===== config.mk =====
export PLATFORM = sky130hd
export DESIGN_NAME = host_cmd_frontend
export DESIGN_NICKNAME = d
export VERILOG_FILES = /design/src/rtl/host_cmd_frontend_pkg.sv /design/src/rtl/host_cmd_frontend_byte_shift128.sv /design/src/rtl/host_cmd_frontend.sv
export SDC_FILE = /design/constraint.sdc
export NUM_CORES = 1
export LEC_CHECK = 0
export ABC_AREA = 1
export BUFFER_PORTS_ARGS = -buffer_cell sky130_fd_sc_hd__buf_2
export CELL_PAD_IN_SITES_DETAIL_PLACEMENT = 1
export CELL_PAD_IN_SITES_GLOBAL_PLACEMENT = 1
export CORE_MARGIN = 5
export CORE_UTILIZATION = 44
export CTS_CLUSTER_DIAMETER = 100
export DETAILED_ROUTE_END_ITERATION = 12
export GPL_TIMING_DRIVEN = 0
export PLACE_DENSITY = 0.94
export SETUP_SLACK_MARGIN = 0.4
export SYNTH_ARGS = -nofsm -noshare
export SYNTH_HDL_FRONTEND = slang
export SYNTH_SLANG_ARGS = --single-unit

===== constraint.sdc =====
create_clock -name clk -period 32.7 [get_ports clk]
set_input_delay 1.635 -clock clk [delete_from_list [all_inputs] [get_ports clk]]
set_output_delay 1.635 -clock clk [all_outputs]
set_load 0.05 [all_outputs]

===== src/rtl/host_cmd_frontend_pkg.sv =====
// Shared definitions for the host command front end.
// Holds the command opcodes, response status codes, the FSM state type and
// the field width used by the byte shifters.
package host_cmd_frontend_pkg;

  localparam int BLOCK_W = 128;

  localparam logic [7:0] CMD_SET_KEY = 8'h01;
  localparam logic [7:0] CMD_XFER    = 8'h02;
  localparam logic [7:0] CMD_SET_MAX = 8'h03;

  localparam logic [7:0] ST_OK       = 8'h00;
  localparam logic [7:0] ST_BADCMD   = 8'hE1;
  localparam logic [7:0] ST_TIMEOUT  = 8'hEE;

  typedef enum logic [3:0] {
    S_IDLE,
    S_RX_KEY,
    S_RX_ACC,
    S_RX_PWD,
    S_RX_MAX,
    S_GO,
    S_WAIT,
    S_TX_STAT,
    S_TX_DATA
  } state_t;

endpackage


===== src/rtl/host_cmd_frontend_byte_shift128.sv =====
// byte_shift128: 128-bit byte-wide shift register with parallel load and a
// 4-bit byte counter. Used both to assemble incoming fields (first byte ends
// up in the top byte) and to serialise the result MSB byte first.
// Ports:
//   clk, rst        clock, async active-high reset (clears data and count)
//   load, load_data parallel load; also restarts the byte count
//   shift_en        shift data left by one byte, shift_in enters at [7:0]
//   data            current register contents
//   last            byte count is 15: the next shift completes 16 bytes
module byte_shift128
  import host_cmd_frontend_pkg::*;
(
  input  logic               clk,
  input  logic               rst,
  input  logic               load,
  input  logic [BLOCK_W-1:0] load_data,
  input  logic               shift_en,
  input  logic [7:0]         shift_in,
  output logic [BLOCK_W-1:0] data,
  output logic               last
);

  logic [3:0] cnt;

  always_ff @(posedge clk or posedge rst) begin
    if (rst) begin
      data <= '0;
      cnt  <= 4'd0;
    end else if (load) begin
      data <= load_data;
      cnt  <= 4'd0;
    end else if (shift_en) begin
      data <= {data[BLOCK_W-9:0], shift_in};
      // wraps to 0 on the 16th byte, ready for the next field
      cnt  <= cnt + 4'd1;
    end
  end

  assign last = (cnt == 4'hF);

endmodule


===== src/rtl/host_cmd_frontend.sv =====
// host_cmd_frontend: byte-stream command front end for the password manager.
// Collects key / account / password / max_address from the host, pulses go,
// waits for done and returns a status byte plus (on success) the 16-byte
// encrypted result.
// Ports:
//   clk, rst                  clock, async active-high reset
//   rx_data/rx_valid/rx_ready host -> front end byte stream
//   tx_data/tx_valid/tx_ready front end -> host byte stream
//   master_key, account, password, max_address  fields to the top level
//   go, done, password_enc    start pulse, completion, result
//   busy                      high whenever not idle
//
// state     | meaning
// ----------+--------------------------------------------------
// S_IDLE    | waiting for a command byte
// S_RX_KEY  | collecting 16 key bytes
// S_RX_ACC  | collecting 16 account bytes
// S_RX_PWD  | collecting 16 password bytes
// S_RX_MAX  | collecting the single max_address byte
// S_GO      | go pulse high, timeout counter cleared
// S_WAIT    | waiting for a rising edge on done, or timeout
// S_TX_STAT | presenting the status byte
// S_TX_DATA | presenting the 16 result bytes, MSB first
module host_cmd_frontend
  import host_cmd_frontend_pkg::*;
#(
  parameter int TIMEOUT_CYCLES = 4096,
  parameter int CNT_W          = 13
)
(
  input  logic         clk,
  input  logic         rst,
  input  logic [7:0]   rx_data,
  input  logic         rx_valid,
  output logic         rx_ready,
  output logic [7:0]   tx_data,
  output logic         tx_valid,
  input  logic         tx_ready,
  output logic [127:0] master_key,
  output logic [127:0] account,
  output logic [127:0] password,
  output logic [3:0]   max_address,
  output logic         go,
  input  logic         done,
  input  logic [127:0] password_enc,
  output logic         busy
);

  state_t             state;
  logic [CNT_W-1:0]   tmo_cnt;
  logic               done_q;
  logic               payload;

  logic               rx_fire;
  logic               tx_fire;
  logic               done_rise;
  logic               key_last, acc_last, pwd_last, ser_last;
  logic [BLOCK_W-1:0] ser_data;
  // only the top two bytes of the serialiser feed tx_data
  logic [BLOCK_W-17:0] ser_unused;

  // rx_ready is forced low during reset, not just once the state settles
  assign rx_ready  = ~rst & ((state == S_IDLE)   || (state == S_RX_KEY) ||
                             (state == S_RX_ACC) || (state == S_RX_PWD) ||
                             (state == S_RX_MAX));
  assign rx_fire   = rx_valid & rx_ready;
  assign tx_fire   = tx_valid & tx_ready;
  assign done_rise = done & ~done_q;
  assign busy      = (state != S_IDLE);
  assign ser_unused = ser_data[BLOCK_W-17:0];

  // Fields shift straight into their output registers.
  byte_shift128 u_key (
    .clk       (clk),
    .rst       (rst),
    .load      (1'b0),
    .load_data ('0),
    .shift_en  ((state == S_RX_KEY) & rx_fire),
    .shift_in  (rx_data),
    .data      (master_key),
    .last      (key_last)
  );

  byte_shift128 u_acc (
    .clk       (clk),
    .rst       (rst),
    .load      (1'b0),
    .load_data ('0),
    .shift_en  ((state == S_RX_ACC) & rx_fire),
    .shift_in  (rx_data),
    .data      (account),
    .last      (acc_last)
  );

  byte_shift128 u_pwd (
    .clk       (clk),
    .rst       (rst),
    .load      (1'b0),
    .load_data ('0),
    .shift_en  ((state == S_RX_PWD) & rx_fire),
    .shift_in  (rx_data),
    .data      (password),
    .last      (pwd_last)
  );

  byte_shift128 u_ser (
    .clk       (clk),
    .rst       (rst),
    .load      ((state == S_WAIT) & done_rise),
    .load_data (password_enc),
    .shift_en  ((state == S_TX_DATA) & tx_fire),
    .shift_in  (8'h00),
    .data      (ser_data),
    .last      (ser_last)
  );

  always_ff @(posedge clk or posedge rst) begin
    if (rst) begin
      state       <= S_IDLE;
      tmo_cnt     <= '0;
      done_q      <= 1'b0;
      payload     <= 1'b0;
      max_address <= 4'h0;
      go          <= 1'b0;
      tx_data     <= 8'h00;
      tx_valid    <= 1'b0;
    end else begin
      done_q <= done;
      go     <= 1'b0;
      case (state)
        S_IDLE: begin
          if (rx_fire) begin
            case (rx_data)
              CMD_SET_KEY: state <= S_RX_KEY;
              CMD_XFER:    state <= S_RX_ACC;
              CMD_SET_MAX: state <= S_RX_MAX;
              default: begin
                tx_data  <= ST_BADCMD;
                tx_valid <= 1'b1;
                state    <= S_TX_STAT;
              end
            endcase
          end
        end
        S_RX_KEY: begin
          if (rx_fire && key_last) begin
            tx_data  <= ST_OK;
            tx_valid <= 1'b1;
            state    <= S_TX_STAT;
          end
        end
        S_RX_MAX: begin
          if (rx_fire) begin
            max_address <= rx_data[3:0];
            tx_data     <= ST_OK;
            tx_valid    <= 1'b1;
            state       <= S_TX_STAT;
          end
        end
        S_RX_ACC: begin
          if (rx_fire && acc_last) state <= S_RX_PWD;
        end
        S_RX_PWD: begin
          if (rx_fire && pwd_last) begin
            go    <= 1'b1;
            state <= S_GO;
          end
        end
        S_GO: begin
          tmo_cnt <= '0;
          state   <= S_WAIT;
        end
        S_WAIT: begin
          // a done edge on the timeout cycle still counts as success
          if (done_rise) begin
            payload  <= 1'b1;
            tx_data  <= ST_OK;
            tx_valid <= 1'b1;
            state    <= S_TX_STAT;
          end else if (tmo_cnt == CNT_W'(TIMEOUT_CYCLES - 1)) begin
            tx_data  <= ST_TIMEOUT;
            tx_valid <= 1'b1;
            state    <= S_TX_STAT;
          end else begin
            tmo_cnt <= tmo_cnt + 1'b1;
          end
        end
        S_TX_STAT: begin
          if (tx_fire) begin
            if (payload) begin
              tx_data <= ser_data[BLOCK_W-1 -: 8];
              state   <= S_TX_DATA;
            end else begin
              tx_valid <= 1'b0;
              state    <= S_IDLE;
            end
          end
        end
        S_TX_DATA: begin
          if (tx_fire) begin
            if (ser_last) begin
              tx_valid <= 1'b0;
              payload  <= 1'b0;
              state    <= S_IDLE;
            end else begin
              // byte that becomes the top byte after this shift
              tx_data <= ser_data[BLOCK_W-9 -: 8];
            end
          end
        end
        default: state <= S_IDLE;
      endcase
    end
  end

endmodule


==> flow_summary_export.csv <==
group,metric,value,unit
sta,setup_viol,0,
sta,tns,0,ns
clock_network,worstSkewPairLatency,0.62,ns
synthesis,synth.top_cell.area_share,0.6202,
grt,antenna_found_initial,9,
status,status,"finished, final reports clean",
die,row_count,83,
sta,clock_skew,0.02267,ns
min_path,min_path_cells,1,
clock_network,cts_tree,"done",
placement,dp_slack,27.45,ns
clock_network,clk_root_buffer_cell,"clkbuf_16",
sta,max_freq,192.6,MHz
sta,grt_setup_unrepaired,"false",
route,drtIter0Drc,1833,
synthesis,post-synth-top-count-cell,"dfrtp_1",
synthesis,synth_common_cells,"561 x dfrtp_1, 504 x nand2_1, 310 x inv_1",
die,io_pins,541,
layout,area.growth.synth_to_final,25.07,%
clock_network,cts-buffers-inserted,58,
grt,gr-total-overflow,0,
synthesis,synth_enable_flop_cells,0,
synthesis,synthArstFlopShare,1.000,
placement,routabilityCongestion,0.9385,
layout,finalNetCount,3152,
clock_network,cts_resized,0,
clock_network,post_cts_buffers,0,
clock_network,postCtsHoldBufs,0,
critical_path,ff2ff_path_depth,9,
power,pwr_density_cell,131.4,nW/um2
clock_network,path_clk_slew,0.07,ns
clock_network,htreeDepth,2,
sta,worst_slew_pin_slew,0.7697,ns
layout,drive_gt1_frac,0.2422,
synthesis,netlist_instances,2402,
route,wirelength,97.70,mm
die,core-area,51090,um2
clock_network,clock_path_buffers,3,
sta,slew-limit-headroom,0.4869,
critical_path,path_class,"input pin to primary output",
sta,fin_ws,27.51,ns
synthesis,synth_top_area_cell,"dfrtp_1",
min_path,hold_class,"flip-flop to flip-flop",
grt,grt.total_usage,0.3360,
synthesis,netlist-cell-type-count,36,
route,num_vias,21760,
sta,drv_slew,0,
synthesis,synth-seq-cells,561,
grt,grt_pass1_vias,23810,
synthesis,syn_area,22640,um2
sta,finalCritPeriodShare,0.1587,
synthesis,ys_seq_area_frac,0.6202,
power,p_leak,0.01504,uW
clock_network,cts_num_sinks,561,
route,avgRoutedWirePerCell,26.13,um
critical_path,start_kind,"input pin",
placement,dp_hpwl,65.26,mm
job,maxCapViolations,0,
sta,fin_crit,5.191,ns
die,die_x,236.8,um
sta,finalHoldViolations,0,
synthesis,synth_area_leaders,"dfrtp_1 62%, nand2_1 8.4%, inv_1 5.1%",
synthesis,synth_fp_nets,2548,
grt,grt_max_degree,134,
critical_path,critPathCaptureType,"primary output",
critical_path,arrival,3.56,ns
synthesis,synth.avg_cell_area,9.424,um2
power,ir_drop,0.07733,mV
die,fp.dieH,236.8,um
die,initial_utilization,0.4430,
route,drc,0,
route,dr.pass1.iters,7,
route,ant_nets,0,
grt,grt_pass1_wl,147.9,mm
die,dieArea,56080,um2
synthesis,synth_flop_cell,"dfrtp_1",
placement,io_buffers,540,
route,via_per_inst,5.819,
critical_path,critPathMaxFanout,123,
critical_path,critPathRequiredTime,31.06,ns
synthesis,yosysWarnings,0,
[sequential cells by signal (all words and copies together) (netlist names), 8 cells and up]
name and flops:
u_acc.data 128, u_key.data 128, u_pwd.data 128, u_ser.data 128, tmo_cnt 13, tx_data 8
[where the power goes]
| group | switching [uW] | internal (uW) | total (uW) |
|---|---|---|---|
| sequential | 272 | 1010 | 1280 |
| combinational | 1380 | 349 | 1730 |
| clock | 301 | 410 | 710 |
| total | 1960 | 1760 | 3720 |
[cells in the final DEF, fill, tap and decap left out, drive strengths merged, types with 71 or more instances in the layout]
cell type  count
a21oi        181
o221ai        71
nand2        512
o21ai        223
inv          314
dfrtp        561
nor2         209
clkbuf       132
buf          627
nand3        121
[cell families after synthesis]
group | count (synthesis) | synth area share
compound gates | 512 | 0.1289
xor+xnor | 10 | 0.003869
fa+ha+maj | 5 | 0.002764
buf+inv | 447 | 0.08828
flops | 561 | 0.6202
simple gates | 867 | 0.1560
[area by class of cell]
type                            count  area (um2)
Tap cell                          680       850.8
Clock buffer                       83        1709
Fill cell                        5915       22780
Buffer                            132       815.8
Clock inverter                     22       275.3
Inverter                          315        1190
Sequential cell                   561       14040
Antenna cell                        8       20.02
Multi-Input combinational cell   1394        6599
Timing Repair Buffer              544        2813
[metrics by stage]
stage                     instance area, um2  hold slack [ns]  utilization  std cells  power (uW)
after global routing                   28300           0.4949       0.5539       3735        3841
after global placement                 26190           0.4493       0.5126       3622        2816
after CTS                              28290           0.4725       0.5537       3731        3700
after detailed placement               26310           0.4537       0.5149       3626        2919
final                                  28310           0.4714       0.5541       3739        3721
after floorplan                        22640           0.4419            -       2402        2369
[metal layers]
metal	GRT usage	vias to the layer above	part of all wire
met5	0	-	0.00039
met4	0.1788	6	0.065
met3	0.07338	413	0.082
met2	0.5863	1310	0.50
met1	0.3870	11060	0.35
li1	-	8966	-
[worst paths after layout]
path | slack (ns) | endpoint | startpoint
worst min-delay path | 0.47 | u_key.cnt[3] | u_key.cnt[3]
worst max-delay path | 27.51 | rx_ready | rst
worst min register to register | 0.47 | u_key.cnt[3] | u_key.cnt[3]
min in group asynchronous | 1.21 | u_ser.data[14] | rst
max in group asynchronous | 29.71 | u_acc.data[85] | rst
worst max register to register | 30.12 | u_ser.data[11] | state[0]
[critical path, stage by stage]
cell and delay (ns):
buf_2 0.17, inv_8 0.51, buf_16 0.47, nand2_2 0.20
inv_1 0.08, buf_2 0.33
No activity file was read; power rests on OpenSTA's default activity.
